## config.mk

```make
export PLATFORM = sky130hd
export DESIGN_NAME = serializer_scheduler
export DESIGN_NICKNAME = d
export VERILOG_FILES = /design/src/rtl/serializer_sched_pkg.sv /design/src/rtl/rr_arbiter.sv /design/src/rtl/serializer_scheduler.sv
export SDC_FILE = /design/constraint.sdc
export NUM_CORES = 1
export LEC_CHECK = 0
export ABC_CLOCK_PERIOD_IN_PS = 3500
export BUFFER_PORTS_ARGS = -buffer_cell sky130_fd_sc_hd__buf_2
export CORE_MARGIN = 2
export CORE_UTILIZATION = 50
export DETAILED_ROUTE_END_ITERATION = 6
export GPL_TIMING_DRIVEN = 0
export PLACE_DENSITY = 0.83
export SKIP_CTS_REPAIR_TIMING = 1
export SYNTH_ARGS = -nofsm -noshare
export SYNTH_HDL_FRONTEND = slang
export SYNTH_SLANG_ARGS = --single-unit
```

## constraint.sdc

```tcl
create_clock -name i_clk -period 3.5 [get_ports i_clk]
set_input_delay 0.175 -clock i_clk [delete_from_list [all_inputs] [get_ports i_clk]]
set_output_delay 0.175 -clock i_clk [all_outputs]
set_load 0.01 [all_outputs]
```

## src/rtl/serializer_sched_pkg.sv

```systemverilog
// Shared constants for the serializer scheduler: one-hot FSM encodings,
// watchdog counter width and the channel-id width helper.
package serializer_sched_pkg;

  localparam logic [3:0] ST_IDLE    = 4'b0001;
  localparam logic [3:0] ST_LOAD    = 4'b0010;
  localparam logic [3:0] ST_SHIFT   = 4'b0100;
  localparam logic [3:0] ST_RELEASE = 4'b1000;

  // Watchdog counter width; bounds the largest usable TIMEOUT to 2**WD_W.
  localparam int unsigned WD_W = 16;

  function automatic int unsigned id_width(input int unsigned n);
    return (n <= 2) ? 1 : $clog2(n);
  endfunction

endpackage

```

## src/rtl/rr_arbiter.sv

```systemverilog
// Combinational round-robin pick: rotate requests by the pointer, take the
// lowest set bit, rotate the result back into a channel id and one-hot grant.
module rr_arbiter
  import serializer_sched_pkg::*;
#(
  parameter  int unsigned N_CH = 4,
  localparam int unsigned ID_W = id_width(N_CH)
) (
  input  logic [N_CH-1:0] req_i,
  input  logic [ID_W-1:0] ptr_i,
  output logic [N_CH-1:0] gnt_o,
  output logic [ID_W-1:0] gnt_id_o,
  output logic            any_o
);

  logic [2*N_CH-1:0] dbl;
  logic [N_CH-1:0]   rot;
  logic [ID_W-1:0]   off;
  logic [ID_W:0]     idx;
  logic              found;

  always_comb begin
    dbl   = {req_i, req_i} >> ptr_i;
    rot   = dbl[N_CH-1:0];
    off   = '0;
    found = 1'b0;
    for (int unsigned i = 0; i < N_CH; i++) begin
      if (!found && rot[i]) begin
        found = 1'b1;
        off   = ID_W'(i);
      end
    end
    // ptr + off never exceeds 2*N_CH-2, so one conditional subtract is the modulo
    idx = {1'b0, ptr_i} + {1'b0, off};
    if (idx >= (ID_W+1)'(N_CH)) begin
      idx = idx - (ID_W+1)'(N_CH);
    end
    gnt_id_o = idx[ID_W-1:0];
    gnt_o    = found ? (N_CH'(1) << gnt_id_o) : '0;
    any_o    = found;
  end

endmodule

```

## src/rtl/serializer_scheduler.sv

```systemverilog
// Shares one bit-serializer among N_CH word sources: round-robin grant,
// parallel load, wait for frame completion, one-cycle release, watchdog.
module serializer_scheduler
  import serializer_sched_pkg::*;
#(
  parameter  int unsigned N_CH    = 4,
  parameter  int unsigned LENGTH  = 24,
  parameter  int unsigned TIMEOUT = 64,
  localparam int unsigned ID_W    = id_width(N_CH)
) (
  input  logic                   i_clk,
  input  logic                   i_rst_n,
  input  logic                   i_en,
  input  logic [N_CH-1:0]        iv_req_valid,
  input  logic [N_CH*LENGTH-1:0] iv_req_data,
  output logic [N_CH-1:0]        ov_req_ack,
  output logic [LENGTH-1:0]      ov_ser_din,
  output logic                   o_ser_din_valid,
  input  logic                   i_ser_ready,
  input  logic                   i_ser_dout_valid,
  output logic                   o_ser_ack,
  output logic [ID_W-1:0]        ov_grant_id,
  output logic                   o_busy,
  output logic                   o_frame_start,
  output logic                   o_frame_done,
  output logic                   o_error
);

  logic [3:0]        state_q, state_d;
  logic [ID_W-1:0]   ptr_q, ptr_d;
  logic [WD_W-1:0]   wd_q, wd_d;
  logic [LENGTH-1:0] din_q, din_d;
  logic              din_valid_q, din_valid_d;
  logic [N_CH-1:0]   req_ack_q, req_ack_d;
  logic              ser_ack_q, ser_ack_d;
  logic [ID_W-1:0]   grant_q, grant_d;
  logic              busy_q, busy_d;
  logic              start_q, start_d;
  logic              done_q, done_d;
  logic              error_q, error_d;

  logic [N_CH-1:0]   arb_gnt;
  logic [ID_W-1:0]   arb_id;
  logic              arb_any;
  logic              wd_expired;
  logic [ID_W-1:0]   next_ptr;

  rr_arbiter #(
    .N_CH (N_CH)
  ) u_arb (
    .req_i    (iv_req_valid),
    .ptr_i    (ptr_q),
    .gnt_o    (arb_gnt),
    .gnt_id_o (arb_id),
    .any_o    (arb_any)
  );

  always_comb begin
    state_d     = state_q;
    ptr_d       = ptr_q;
    wd_d        = wd_q;
    din_d       = din_q;
    din_valid_d = din_valid_q;
    grant_d     = grant_q;
    req_ack_d   = '0;
    ser_ack_d   = 1'b0;
    start_d     = 1'b0;
    done_d      = 1'b0;
    error_d     = 1'b0;

    wd_expired = (TIMEOUT != 0) && (wd_q == WD_W'(TIMEOUT - 1));
    next_ptr   = (grant_q == ID_W'(N_CH - 1)) ? '0 : ID_W'(grant_q + 1'b1);

    case (state_q)
      ST_IDLE: begin
        if (arb_any) begin
          state_d     = ST_LOAD;
          grant_d     = arb_id;
          din_d       = iv_req_data[int'(arb_id)*LENGTH +: LENGTH];
          req_ack_d   = arb_gnt;
          din_valid_d = 1'b1;
          wd_d        = '0;
        end
      end
      // The awaited event always wins over a same-cycle watchdog expiry.
      ST_LOAD: begin
        if (i_ser_ready) begin
          state_d     = ST_SHIFT;
          din_valid_d = 1'b0;
          start_d     = 1'b1;
          wd_d        = '0;
        end else if (wd_expired) begin
          state_d     = ST_IDLE;
          din_valid_d = 1'b0;
          error_d     = 1'b1;
          ptr_d       = next_ptr;
          wd_d        = '0;
        end else begin
          wd_d = WD_W'(wd_q + 1'b1);
        end
      end
      ST_SHIFT: begin
        if (i_ser_dout_valid) begin
          state_d   = ST_RELEASE;
          ser_ack_d = 1'b1;
          wd_d      = '0;
        end else if (wd_expired) begin
          state_d = ST_IDLE;
          error_d = 1'b1;
          ptr_d   = next_ptr;
          wd_d    = '0;
        end else begin
          wd_d = WD_W'(wd_q + 1'b1);
        end
      end
      ST_RELEASE: begin
        state_d = ST_IDLE;
        done_d  = 1'b1;
        ptr_d   = next_ptr;
        wd_d    = '0;
      end
      default: begin
        state_d     = ST_IDLE;
        din_valid_d = 1'b0;
        wd_d        = '0;
      end
    endcase

    busy_d = (state_d != ST_IDLE);
  end

  always_ff @(posedge i_clk or negedge i_rst_n) begin
    if (!i_rst_n) begin
      state_q     <= ST_IDLE;
      ptr_q       <= '0;
      wd_q        <= '0;
      din_q       <= '0;
      din_valid_q <= 1'b0;
      req_ack_q   <= '0;
      ser_ack_q   <= 1'b0;
      grant_q     <= '0;
      busy_q      <= 1'b0;
      start_q     <= 1'b0;
      done_q      <= 1'b0;
      error_q     <= 1'b0;
    end else if (i_en) begin
      state_q     <= state_d;
      ptr_q       <= ptr_d;
      wd_q        <= wd_d;
      din_q       <= din_d;
      din_valid_q <= din_valid_d;
      req_ack_q   <= req_ack_d;
      ser_ack_q   <= ser_ack_d;
      grant_q     <= grant_d;
      busy_q      <= busy_d;
      start_q     <= start_d;
      done_q      <= done_d;
      error_q     <= error_d;
    end
  end

  assign ov_req_ack      = req_ack_q;
  assign ov_ser_din      = din_q;
  assign o_ser_din_valid = din_valid_q;
  assign o_ser_ack       = ser_ack_q;
  assign ov_grant_id     = grant_q;
  assign o_busy          = busy_q;
  assign o_frame_start   = start_q;
  assign o_frame_done    = done_q;
  assign o_error         = error_q;

endmodule

```

==> out/metrics.csv, run 1 <==
metric,value,unit
drt initial violations,253,
Max VDD drop,0.260,mV
Post-Route WL,11100,um
# IOs,141,
GR Util All Layers,26.7,%
headroom to the max-slew limit,48.4,%
Post-Synth Adder-Cell Area,0.993,%
largest family of logic cells by synthesized area,compound AO/OA/AOI/OAI gates,
r2r setup slk,0.33,ns
Synth Area in Simple Gates,25.0,%
xor/xnor share of the synthesized area,0.695,%
CP bufs+invs,4,
total CTS buffers,9,
mux contribution to synthesized area,1.46,%
Max Cap Viol,0,
Port Buffers,140,
reg2reg path depth,11,
"Data arrival, critical path",3.42,ns
routed vias,4054,
synthesis-to-finish area growth,28.2,%
setup_tns,0,ns
die height,90.9,um
status,completed,
post-synth top area cell,dfrtp_1,
post-synth top area share,37.7,%
core area,7290,um^2
H-tree depth,3,
Final period util,90.5,%
slowest cell delay on critical path,0.46,ns
crit-path cells,"buf_2, nand3_1, o311ai_0, o21ai_0, o221ai_1, ha_1, clkbuf_1, clkbuf_1, clkbuf_1, a221oi_1, o31ai_1",
Synth Net Count,529,
"delay-heaviest family, CP",buffers and inverters,
Residual DRC,0,
WP depth,11,
HPWL Detailed,8480,um
layout cell share with drive strength beyond 1,32.0,%
Clock Skew,0.0103,ns
Lkg Pwr,0.00226,uW
Die X,90.9,um
sequential share of the synthesized area,38.4,%
# diodes,0,
yosys warns,0,
Seq cells post-synth,58,
largest net degree at the start of global routing,59,
first-pass GRT wire length,17900,um
"CTS clk-pin slew, worst paths",0.07,ns
Syn Area/Cell,8.98,um^2
Worst EP required,3.75,ns
Util after Layout,66.5,%
routability-driven placement congestion ratio,0.917,
maximum clock rate,316,MHz
number of flops mapped to enable cells by yosys,0,
Syn Inst Count,421,
Max Root-Sink Buffers,2,
Setup CP Type,reg2reg,
Critical Path End Type,flip-flop,
nets@finish,681,
Via density,5.99,
WL/cell,16.4,um
compound-gate portion of the synthesized area,28.8,%
Pre-antenna DRT Iters,5,
maximum fanout along the worst path,10,
final antenna-violating net count,0,
R2R Path End,ov_ser_din[9]$_DFFE_PN0P_,
die area,8270,um^2
worst slew pin tran,0.774,ns
grt ovf,0,
leading post-synthesis cells by cell area,"dfrtp_1 (38%), nor2b_1 (8.8%), a2111oi_0 (5.6%)",
ys async rst share,100,%
CP Launch Type,flip-flop,
Rows,31,
CTS root buffer,clkbuf_8,
unrepaired setup endpoints after global routing,false,
Final min period,3.17,ns
vias in the first global route,3922,
Most used DFF post-synth,dfrtp_1,
hold slack,0.155,ns
Crit-path slowest cell,clkbuf_1,
worst setup path end,ov_ser_din[9]$_DFFE_PN0P_,
"most used cell, CP",clkbuf_1,
Final Hold Viols,0,
worst hold path type,in2reg,
area occupied by registers,1450,um^2
"Slew Viols, Final",0,
multi-input logic area,2150,um^2
PD cells,550,nW/um^2
count of final setup violators,0,
FF-to-FF Start,ptr_q[0]$_DFFE_PN0P_,
Fill cells,651,
Mapped Area,3780,um^2
Setup crit start,ptr_q[0]$_DFFE_PN0P_,
Worst-Skew Late Latency,0.34,ns
CTS tree,yes,
Synth cell types,66,
antenna violations before repair,0,
Initial Utilization,51.8,%
clock sinks,58,
-- kinds of logic (layout without fill, tap and decap cells) --
family / count (synthesis) / after routing
buf+inv: 42 / 199
flops: 58 / 58
simple gates: 170 / 170
fa+ha+maj: 3 / 3
mux: 5 / 5
compound gates: 140 / 140
xor+xnor: 3 / 3
-- state kept, by name (all words and copies together), names as in the netlist --
signal           flops
o_frame_done         1
o_ser_ack            1
ov_req_ack           4
ov_grant_id          2
wd_q                16
state_q              4
ov_ser_din          24
o_busy               1
o_error              1
o_frame_start        1
ptr_q                2
o_ser_din_valid      1
-- power breakdown --
group          internal, uW  switching [uW]
registers               853             120
clock network           440             275
logic                   403             576
total                  1700             971
-- layout by cell type, fill, tap and decap left out, types with 5 or more instances in the layout --
master	instances
a221oi_1	24
nor2_1	22
a21oi_1	10
buf_2	147
nor3_1	5
a2111oi_0	24
clkbuf_8	11
dfrtp_1	57
nand3_1	7
o21ai_0	20
nor2b_1	53
nand4_1	5
o31ai_1	26
clkbuf_1	25
inv_1	8
and3_1	5
a22o_1	8
nand2_1	47
-- tightest hold or removal path: cells and delay by family --
family                 cells  cell delay [ns]
AOI/OAI and AO/OA          1             0.07
buffers and inverters      1             0.12
and+or+nand+nor            1             0.08
-- per-stage QoR --
| step | instance area [um^2] | setup WS, ns | total power (uW) | std cells |
|---|---|---|---|---|
| floorplan | 3780 | 1.08 | 1550 | 421 |
| global placement | 4600 | 0.507 | 1920 | 660 |
| detailed placement | 4600 | 0.379 | 1960 | 660 |
| CTS | 4830 | 0.365 | 2660 | 676 |
| global route | 4850 | 0.118 | 2830 | 677 |
| finish | 4850 | 0.334 | 2670 | 677 |
-- synth_stat cells (all sizes together) (2+ instances only) --
cell type	number
nand3	8
o31ai	26
o2bb2ai	2
dfrtp	57
a21oi	10
and3	5
a21o	4
nand2b	3
nor2	22
inv	8
o21ai	23
xnor2	2
mux2	4
o22ai	2
buf	10
and4	2
a32o	2
nor3b	3
a221oi	24
nand2	48
clkbuf	24
or4	2
nor4	2
ha	3
a22o	9
a2111oi	25
nor2b	53
nand4	5
nor3	7
nand3b	3
-- worst min path at each step --
stage	from	endpoint	slack, ns	cells after the start
2_1_floorplan	i_rst_n	o_busy$_DFFE_PN0P_	-0.12	0
3_3_place_gp	ov_ser_din[4]$_DFFE_PN0P_	ov_ser_din[4]$_DFFE_PN0P_	0.46	2
3_5_place_dp	ov_ser_din[4]$_DFFE_PN0P_	ov_ser_din[4]$_DFFE_PN0P_	0.46	2
4_1_cts	i_ser_dout_valid	o_ser_ack$_DFFE_PN0P_	0.14	3
5_1_grt	i_ser_dout_valid	state_q[3]$_DFFE_PN0P_	0.18	3
6_report	i_ser_dout_valid	o_ser_ack$_DFFE_PN0P_	0.16	3
-- final cells by class --
type | count | share of cell area, %
plain buffers | 34 | 3.00
clock buffers | 12 | 3.20
clock inverters | 4 | 1.52
inverters | 8 | 0.620
multi-input cells | 321 | 44.4
flip-flops and latches | 58 | 30.0
well taps | 99 | 2.56
repair buffers | 141 | 14.7
-- metal layers --
| metal | GRT usage [%] | share of wire (%) | up-vias |
|---|---|---|---|
| li1 | - | - | 1911 |
| met1 | 31.9 | 39 | 1880 |
| met2 | 44.8 | 49 | 229 |
| met3 | 6.64 | 8.5 | 34 |
| met4 | 13.6 | 3.6 | 0 |
| met5 | 0 | 0 | - |
(Power assumes the default switching activity.)
==> run 2: changes to the inputs <==
--- a/config.mk
+++ b/config.mk
@@ -7,11 +7,14 @@
 export LEC_CHECK = 0
 export ABC_CLOCK_PERIOD_IN_PS = 3500
 export BUFFER_PORTS_ARGS = -buffer_cell sky130_fd_sc_hd__buf_2
+export CELL_PAD_IN_SITES_DETAIL_PLACEMENT = 1
+export CELL_PAD_IN_SITES_GLOBAL_PLACEMENT = 1
 export CORE_MARGIN = 2
-export CORE_UTILIZATION = 50
+export CORE_UTILIZATION = 36
+export CTS_CLUSTER_DIAMETER = 120
 export DETAILED_ROUTE_END_ITERATION = 6
 export GPL_TIMING_DRIVEN = 0
-export PLACE_DENSITY = 0.83
+export PLACE_DENSITY = 0.82
 export SKIP_CTS_REPAIR_TIMING = 1
 export SYNTH_ARGS = -nofsm -noshare
 export SYNTH_HDL_FRONTEND = slang
==> out/metrics.csv, run 2 (same netlist as run 1, synthesis figures left out) <==
metric,value,unit,change
Worst EP required,3.73,ns,-0.02 ns
status,completed,,
antenna violations before repair,0,,unchanged
Max Cap Viol,0,,unchanged
maximum fanout along the worst path,10,,unchanged
crit-path cells,"buf_2, nand2_1, o22ai_1, o21ai_0, o221ai_1, ha_1, clkbuf_1, clkbuf_1, clkbuf_1, a221oi_1, o31ai_1",,
Port Buffers,140,,unchanged
Die X,106,um,+17%
HPWL Detailed,9900,um,+17%
Clock Skew,0.00855,ns,-0.00180 ns
Final min period,3.10,ns,-0.0655 ns
Final Hold Viols,0,,unchanged
drt initial violations,156,,-38%
slowest cell delay on critical path,0.41,ns,-0.05 ns
clock share of power,22.9,%,-3.9 points
met2 Resource Use GR,40.9,%,-3.9 points
CP bufs+invs,4,,unchanged
count of final setup violators,0,,unchanged
max FFs per register,24,,unchanged
P_int,1570,uW,-7.3%
Placed Cells,697,,+5.6%
Setup CP Type,reg2reg,,
CTS tree,yes,,
most frequent cells in the layout,"buf_2 (147), dfrtp_1 (57), nor2b_1 (53), nand2_1 (47), clkbuf_1 (28)",,
logic gate share of total power,39.0,%,+2.3 points
"delay-heaviest family, CP",buffers and inverters,,
met3 GRT Util,5.95,%,-0.69 points
met1 usage,25.8,%,-6.1 points
Max Root-Sink Buffers,2,,unchanged
Initial Utilization,36.8,%,-15 points
total CTS buffers,9,,unchanged
# IOs,141,,unchanged
Pre-antenna DRT Iters,4,,-1
maximum clock rate,323,MHz,+2.1%
Residual DRC,0,,unchanged
synthesis-to-finish area growth,28.1,%,about the same
PD cells,525,nW/um^2,-4.6%
first-pass GRT wire length,20400,um,+14%
Post-Route WL,12600,um,+14%
setup_tns,0,ns,unchanged
GR Util All Layers,22.8,%,-3.9 points
Critical Path End Type,flip-flop,,
Crit-path slowest cell,clkbuf_1,,
WL/cell,17.7,um,+8.0%
worst slew pin tran,0.787,ns,+0.0139 ns
routability-driven placement congestion ratio,0.882,,-3.9%
die area,11300,um^2,+37%
"Slew Viols, Final",0,,unchanged
routed vias,3954,,-2.5%
Via density,5.54,,-7.5%
unrepaired setup endpoints after global routing,false,,
clock sinks,58,,unchanged
sw frac,38.2,%,+1.8 points
CTS root buffer,clkbuf_8,,
Seq pwr share,38.1,%,+1.6 points
Fill cells,1303,,+100%
worst hold path type,in2reg,,
final antenna-violating net count,0,,unchanged
nets@finish,681,,unchanged
Max VDD drop,0.189,mV,-27%
Rows,37,,+19%
largest net degree at the start of global routing,59,,unchanged
Net Sw Power,971,uW,about the same
headroom to the max-slew limit,47.4,%,-1.0 points
core area,10300,um^2,+41%
gr busiest metal,met2,,
CP Launch Type,flip-flop,,
"Data arrival, critical path",3.33,ns,-0.09 ns
# diodes,0,,unchanged
"CTS clk-pin slew, worst paths",0.07,ns,about the same
H-tree depth,3,,unchanged
Worst-Skew Late Latency,0.34,ns,about the same
"most common cell after layout, fill and taps aside",buf_2,,
Non-Filler Instances,714,,+5.5%
die height,106,um,+17%
grt ovf,0,,unchanged
hold slack,0.164,ns,+0.00889 ns
Final period util,88.6,%,-1.9 points
Lkg Pwr,0.00223,uW,-1.1%
layout cell share with drive strength beyond 1,31.5,%,-0.52 points
"most used cell, CP",clkbuf_1,,
vias in the first global route,4284,,+9.2%
## run 2: cell types whose count changed in the layout (fill, tap and decap cells not counted)
| cell | delta |
|---|---|
| bufinv_16 | -2 |
| clkbuf_1 | +3 |
| clkbuf_8 | +1 |
| clkinv_2 | -1 |
| clkinv_4 | -1 |
## run 2: stage by stage
step	total power, uW	util, %	instance area [um^2]	setup slack [ns]
final	2540	47.1	4840	0.399
after global routing	2730	47.1	4840	0.103
after CTS	2570	47.0	4830	0.362
after detailed placement	1980	45.3	4650	0.382
after global placement	1940	45.3	4650	0.613
after floorplan	1550	-	3780	1.08
## run 2: worst min-delay path, stage by stage
cell and delay, ns:
buf_2 0.11, nand4_1 0.09, o21ai_0 0.08
## run 2: area by class of cell
class                           count  area [um^2]  share of cell area [%]
Tap cell                          136          170                    3.51
Timing Repair Buffer              141          713                    14.7
Inverter                            8         30.0                   0.620
Buffer                             34          145                    3.00
Clock buffer                       16          180                    3.72
Sequential cell                    58         1450                    30.0
Multi-Input combinational cell    321         2150                    44.4
## run 2: worst paths after layout
path,from,endpoint,slack [ns],depth (start not counted)
max in group asynchronous,i_rst_n,wd_q[6]$_DFFE_PN0P_,2.53,2
setup reg to reg,ptr_q[0]$_DFFE_PN0P_,ov_ser_din[11]$_DFFE_PN0P_,0.40,11
hold / removal,i_ser_dout_valid,o_ser_ack$_DFFE_PN0P_,0.16,3
hold reg to reg,ov_ser_din[17]$_DFFE_PN0P_,ov_ser_din[17]$_DFFE_PN0P_,0.48,2
min in group asynchronous,i_rst_n,o_frame_start$_DFFE_PN0P_,0.44,2
setup / recovery,ptr_q[0]$_DFFE_PN0P_,ov_ser_din[11]$_DFFE_PN0P_,0.40,11
## run 2: power by group through the flow
stage	logic [uW]	registers, uW	clock network (uW)
global placement	963	974	0
CTS	1000	972	595
global route	1110	990	628
finish	992	969	584
floorplan	519	1030	0
detailed placement	1000	981	0
## run 2: layer usage
layer,share of wire [%],wire length [um]
met5,0,0
met4,1.7,214
met3,5.4,687
met2,51,6430
met1,42,5300
